`src/rtl/seven_seg_scan_controller.sv`:
```
// Double-buffered 7-segment scan scheduler with blank gaps and frame_sync.
// Optional SEVEN_SEG_SCAN_BRIGHTNESS_EN adds a 4-bit PWM brightness input.
module seven_seg_scan_controller #(
  parameter int w_digit      = 4,
  parameter int dwell_cycles = 12500,
  parameter int blank_cycles = 250
) (
  input  logic                   clk,
  input  logic                   rst,
  input  logic                   enable,
  input  logic                   frame_valid,
  output logic                   frame_ready,
  input  logic [8*w_digit-1:0]   frame_segs,
`ifdef SEVEN_SEG_SCAN_BRIGHTNESS_EN
  input  logic [3:0]             brightness,
`endif
  output logic [7:0]             abcdefgh,
  output logic [w_digit-1:0]     digit,
  output logic                   frame_sync
);

  localparam int cnt_max =
    (dwell_cycles > blank_cycles) ? dwell_cycles : blank_cycles;
  localparam int cw = (cnt_max > 1) ? $clog2(cnt_max) : 1;
  localparam int iw = (w_digit > 1) ? $clog2(w_digit) : 1;

  localparam logic [cw-1:0] dwell_last = cw'(dwell_cycles - 1);
  localparam logic [cw-1:0] blank_last = cw'(blank_cycles - 1);
  localparam logic [iw-1:0] idx_last   = iw'(w_digit - 1);

  typedef enum logic {
    BLANK,
    ON
  } state_t;

  state_t               state, state_n;
  logic [iw-1:0]        idx, idx_n;
  logic [cw-1:0]        cnt, cnt_n;
  logic                 wrap;
  logic [8*w_digit-1:0] active, shadow, active_n;
  logic                 pending, pending_n;
  logic                 accept, xfer;
  logic [7:0]           seg_sel;
  logic                 lit;

  assign accept = frame_valid && frame_ready;
  // Frame swaps only at the start of digit 0, so a scan never tears.
  assign xfer   = (state == BLANK) && (idx == '0) && pending;

  always_comb begin
    pending_n = pending;
    if (accept)
      pending_n = 1'b1;
    else if (xfer)
      pending_n = 1'b0;
  end

  assign active_n = xfer ? shadow : active;

  always_comb begin
    state_n = state;
    idx_n   = idx;
    cnt_n   = cnt;
    wrap    = 1'b0;
    if (!enable) begin
      state_n = BLANK;
      idx_n   = '0;
      cnt_n   = '0;
    end else begin
      unique case (state)
        BLANK: begin
          if (cnt == blank_last) begin
            state_n = ON;
            cnt_n   = '0;
          end else begin
            cnt_n = cnt + 1'b1;
          end
        end
        ON: begin
          if (cnt == dwell_last) begin
            state_n = BLANK;
            cnt_n   = '0;
            wrap    = (idx == idx_last);
            idx_n   = wrap ? '0 : idx + 1'b1;
          end else begin
            cnt_n = cnt + 1'b1;
          end
        end
      endcase
    end
  end

  assign seg_sel = active_n[8*idx_n +: 8];

`ifdef SEVEN_SEG_SCAN_BRIGHTNESS_EN
  logic [3:0] cnt_lo;
  assign cnt_lo = 4'(cnt_n);
  assign lit    = (cnt_lo <= brightness);
`else
  assign lit    = 1'b1;
`endif

  always_ff @(posedge clk) begin
    if (rst) begin
      state       <= BLANK;
      idx         <= '0;
      cnt         <= '0;
      active      <= '0;
      shadow      <= '0;
      pending     <= 1'b0;
      frame_ready <= 1'b1;
      abcdefgh    <= '0;
      digit       <= '0;
      frame_sync  <= 1'b0;
    end else begin
      state       <= state_n;
      idx         <= idx_n;
      cnt         <= cnt_n;
      active      <= active_n;
      if (accept)
        shadow <= frame_segs;
      pending     <= pending_n;
      frame_ready <= !pending_n;
      frame_sync  <= wrap;
      if (state_n == ON) begin
        digit    <= w_digit'(1) << idx_n;
        abcdefgh <= lit ? seg_sel : 8'h00;
      end else begin
        digit    <= '0;
        abcdefgh <= '0;
      end
    end
  end

endmodule

```
`config.mk`:
```
export PLATFORM = sky130hd
export DESIGN_NAME = seven_seg_scan_controller
export DESIGN_NICKNAME = d
export VERILOG_FILES = /design/src/rtl/seven_seg_scan_controller.sv
export SDC_FILE = /design/constraint.sdc
export NUM_CORES = 1
export LEC_CHECK = 0
export BUFFER_PORTS_ARGS = -buffer_cell sky130_fd_sc_hd__clkbuf_2
export CAP_MARGIN = 20
export CORE_AREA = 8 8 111 113
export CTS_BUF_LIST = sky130_fd_sc_hd__clkbuf_8
export DETAILED_ROUTE_END_ITERATION = 7
export DIE_AREA = 0 0 119 121
export GPL_TIMING_DRIVEN = 0
export HOLD_SLACK_MARGIN = 0.1
export SLEW_MARGIN = 0
export SYNTH_ARGS = -nofsm -noshare
export SYNTH_HDL_FRONTEND = slang
export SYNTH_SLANG_ARGS = --single-unit
```
`constraint.sdc`:
```
create_clock -name clk -period 8.3 [get_ports clk]
set_clock_uncertainty 0.2 [all_clocks]
set_input_delay 0.415 -clock clk [delete_from_list [all_inputs] [get_ports clk]]
set_output_delay 0.415 -clock clk [all_outputs]
set_load 0.02 [all_outputs]
```
After elaboration in Yosys (flattened, before gate mapping)
Cells that the tools add are included.

word-level totals
  input bits = 36
  bits in registers = 96
  output and inout bits = 14
  logic and storage cells = 43

operators by class
  eq/ne operators = 3
  $add $sub $neg = 2
  reduce and logical (&&, ||, !) cells = 8
  bitwise operators = 4
  shift-type cells = 2
  mux-type cells = 14

operators with widths
  operator                 number
  $mux W32                 1
  $shiftx A32 B6 Y8        1
  $mux W14                 2
  $pmux W14 S2             1
  $add A14 B1 Y14 const B  1
  $eq A14 B14 Y1 const B   1
  $eq A14 B8 Y1 const B    1
  $mux W2                  4
  $mux W1                  5
  $not A1 Y1               4
  $reduce_or A2 Y1         2
  $reduce_or A4 Y1         1
  $shl A1 B2 Y4 const A    1
  $logic_and A1 B1 Y1      3
  $add A2 B1 Y2 const B    1
  $eq A2 B2 Y1 const B     1
  $logic_not A2 Y1         1
  $pmux W1 S2              1
  $logic_not A1 Y1         1

Logic depth before layout (Yosys ltp)
  word-level depth = 6
  gate-level depth with buffers = 9
  gate-level depth less buffers = 7

Least setup slack after synthesis
Ideal clock, no wire load.

  path type = flip-flop to flip-flop
  from = register cnt[2]
  to = register abcdefgh[0]
  period minus slack after synthesis = 2.694 ns
  path slack = 5.606 ns
  cell stages (with the launch flop) = 10
  required time = 7.983 ns
  arrival time = 2.378 ns
  path buffers = 3
  setup time = 0.117 ns
  path through = dfxtp_1 -> or4_1 -> or3_1 -> or3_1 -> buf_2 -> mux2i_1 -> buf_6 -> buf_12 -> mux2i_1 -> a22o_1

on the way
  cells in the longest elaborated chain, start to end = 6
  elaborated cells on any way between the ends = 12
  classes of those cells = 2 x eq/ne; 1 x shift; 7 x mux; 1 x bitwise; 1 x reduce/logical

ends and longest elaborated chain
  element                                                    line  RTL
  start, declared                                            38    logic [cw-1:0] cnt, cnt_n;
  start signal, assigned                                     118   cnt <= cnt_n;
  branches (longest 6 deep; another with $shiftx A32 B6 Y8)  -
  end signal, assigned                                       127   abcdefgh <= lit ? seg_sel : 8'h00;
  end, declared                                              17    output logic [7:0] abcdefgh,

Parallel ways; which one is timed is not known.
A chain may end at the register's enable or synchronous reset.

Final worst setup path
Ends and elaborated chain as after synthesis.

==> metrics <==
status=finished clean; wirelength, routed=8100 um; RSZ-0062 raised after global routing=false; area growth from synthesis to layout=26.2%; worst reg2reg path startpoint=cnt[2]; top post-synthesis cells by area=dfxtp_1 53%, mux2i_1 14%, nand2_1 7.8%, nor2_1 5.6%, a21oi_1 4.7%; Worst Min Path Start=frame_segs[31]; Synth Warn #=0; largest net degree at the start of global routing=16; CP bufs+invs=3; Synth Instances=392; final setup vio count=0; Final HPWL DP=6050 um; crit path DAT=3.15 ns; number of synthesized register bits=96; # placed instances=581; post-CTS sizing=0; TritonCTS buffer count=9; Max Cap Viol=0; Site Rows=38; Worst-Margin Slew=0.982 ns; leakage=1.98 nW; mapped cell area=3610 um^2; clock sinks=96; First DRT Iteration DRCs=141; Setup crit start=cnt[2]; mean area per synthesized cell=9.22 um^2; min cycle time layout=3.05 ns; vias in the first global route=2,955; Final Hold Viols=0; core area=10,600 um^2; Die ar.=14,400 um^2; Hold Path Class=in2reg; worst-path maximum fanout=10; drt via density=4.52; crit end category=register; Root Buffer=clkbuf_8; placed instance area=4040 um^2; CTS tree=done; area leader, netlist=dfxtp_1; gr usage total=11.9%; DR DRC count=0; Final Instance Area=4560 um^2; Core Util, Final=43.0%; Die H=121 um; Initial Util=34.1%; first-pass GRT wire length=13,900 um; worst-case hold slack=0.119 ns; Final Max Slew Viols=0; Crit-path slowest cell=or4_1; pre-CTS setup slack=5.29 ns; final setup margin=5.25 ns; largest stage delay on the critical path=0.52 ns; total power=0.865 mW; ANT nets after route=0; grt total ovfl=0; routability congestion estimate=0.741; Synth top area share=53.2%; Layout Nets=523; critical-path cell list=or4_1 -> or3_1 -> or3_1 -> buf_2 -> mux2i_1 -> buf_6 -> buf_12 -> mux2i_1 -> a22o_1; antenna violations before repair=0; H-tree levels=3; Critical Path Source Type=register; Syn Nets=432; Peak Freq=0.327 GHz; register area share after synthesis=53.2%; Clock Pin Slew Worst Setup and Hold Paths=0.09 ns; Unique masters post-synth=26; post-DR wirelength/cell=12.9 um; fin crit share=36.8%; Worst EP required=8.40 ns; Relative slew margins=33.7%; Worst-Skew Late Latency=0.36 ns; Setup TNS=0 ns; Max Buffers Root-to-Sink=2; Peak VDD IR=0.0757 mV; Port Buffers=49; layout cells sized above 1=13.9%; Worst Setup Path Type=reg2reg; DR pass1 iterations=4; die width=119 um; io pins=50; Power Density=190 nW/um^2; CP top delay family=simple AND/OR/NAND/NOR gates; vias after detailed routing=2,841; Finished Layout Cells=628; Ant. Diodes=0
==> final timing paths <==
kind	end	slack, ns	cells past startpoint
hold reg to reg	shadow[1]	0.26	2
hold / removal	shadow[31]	0.12	3
setup / recovery	abcdefgh[0]	5.25	9
setup reg to reg	abcdefgh[0]	5.25	9
==> cell type report <==
| cell class | instances | area, um^2 |
|---|---|---|
| inverter | 7 | 26.3 |
| sequential | 96 | 1920 |
| tap | 140 | 175 |
| clock inverter | 4 | 51.3 |
| fill | 1024 | 6040 |
| multi-input combinational | 265 | 1550 |
| buffer | 24 | 115 |
| clock buffer | 12 | 165 |
| timing repair buffer | 80 | 556 |
==> cells in the final DEF, fill, tap and decap left out, types with 2 or more instances in the layout <==
cell           Yosys  final
dfxtp_1           96     96
nand2_1           75     75
nor2_1            54     54
mux2i_1           50     50
clkbuf_2           0     49
a21oi_1           34     34
dlygate4sd3_1      0     31
clkbuf_1          16     16
clkbuf_8           0     12
a22o_1             8      8
inv_1              7      7
xor2_1             7      7
nand3_1            6      6
buf_1              5      5
and2_1             5      5
and3_1             5      5
xnor2_1            4      4
ha_1               4      4
or3_1              3      3
nor2b_1            2      2
nand4_1            2      2
o21ai_0            2      2
==> synth_stat cells (all sizes together) <==
library cell,count
o211a,1
mux2i,50
o21ai,2
nand2,75
clkbuf,16
o311ai,1
xnor2,4
and2,5
a21oi,34
nand3,6
a22o,8
and3,5
ha,4
or3,3
or4,1
dfxtp,96
nand4,2
nor2b,2
nor2,54
inv,7
xor2,7
buf,8
nand3b,1
==> worst register-to-register path, delay by kind of cell, from the launching register on <==
family	cells	cell delay (ns)
and+or+nand+nor	3	1.26
buffers and inverters	3	0.53
AOI/OAI and AO/OA	1	0.19
muxes	2	0.48
DFF	1	0.36
==> flip-flops by register name, indices dropped and copies added, names as in the netlist <==
name         cells
cnt             14
active          32
pending          1
frame_ready      1
idx              2
shadow          32
abcdefgh         8
frame_sync       1
state            1
digit            4
==> timing repair <==
| item | CTS | global route |
|---|---|---|
| hold endpoints to repair | 31 | 0 |
| endpoints found under the setup margin | 0 | 0 |
| setup buffers | 0 | 0 |
| hold buffers | 31 | 0 |
==> per-layer routing <==
metal | part of all wire (%) | global-route usage [%] | wire (um)
met1 | 48 | 14.5 | 3860
met2 | 48 | 19.7 | 3850
met5 | 0 | 0 | 0
met3 | 3.5 | 3.16 | 282
met4 | 1.3 | 4.27 | 104
==> cells by family after synthesis <==
group,synth area share [%]
muxes,13.8
DFF,53.2
buffers and inverters,3.91
and+or+nand+nor,17.6
AOI/OAI and AO/OA,7.44
xor gates and xnor gates,2.67
adders and majority gates,1.38
==> where the power goes <==
| part | total (mW) | switching (mW) | internal [mW] |
|---|---|---|---|
| registers | 0.480 | 0.00668 | 0.473 |
| clock network | 0.319 | 0.155 | 0.164 |
| logic | 0.0665 | 0.0351 | 0.0313 |
| total | 0.865 | 0.196 | 0.669 |
Power figures use the tool's default switching activity.
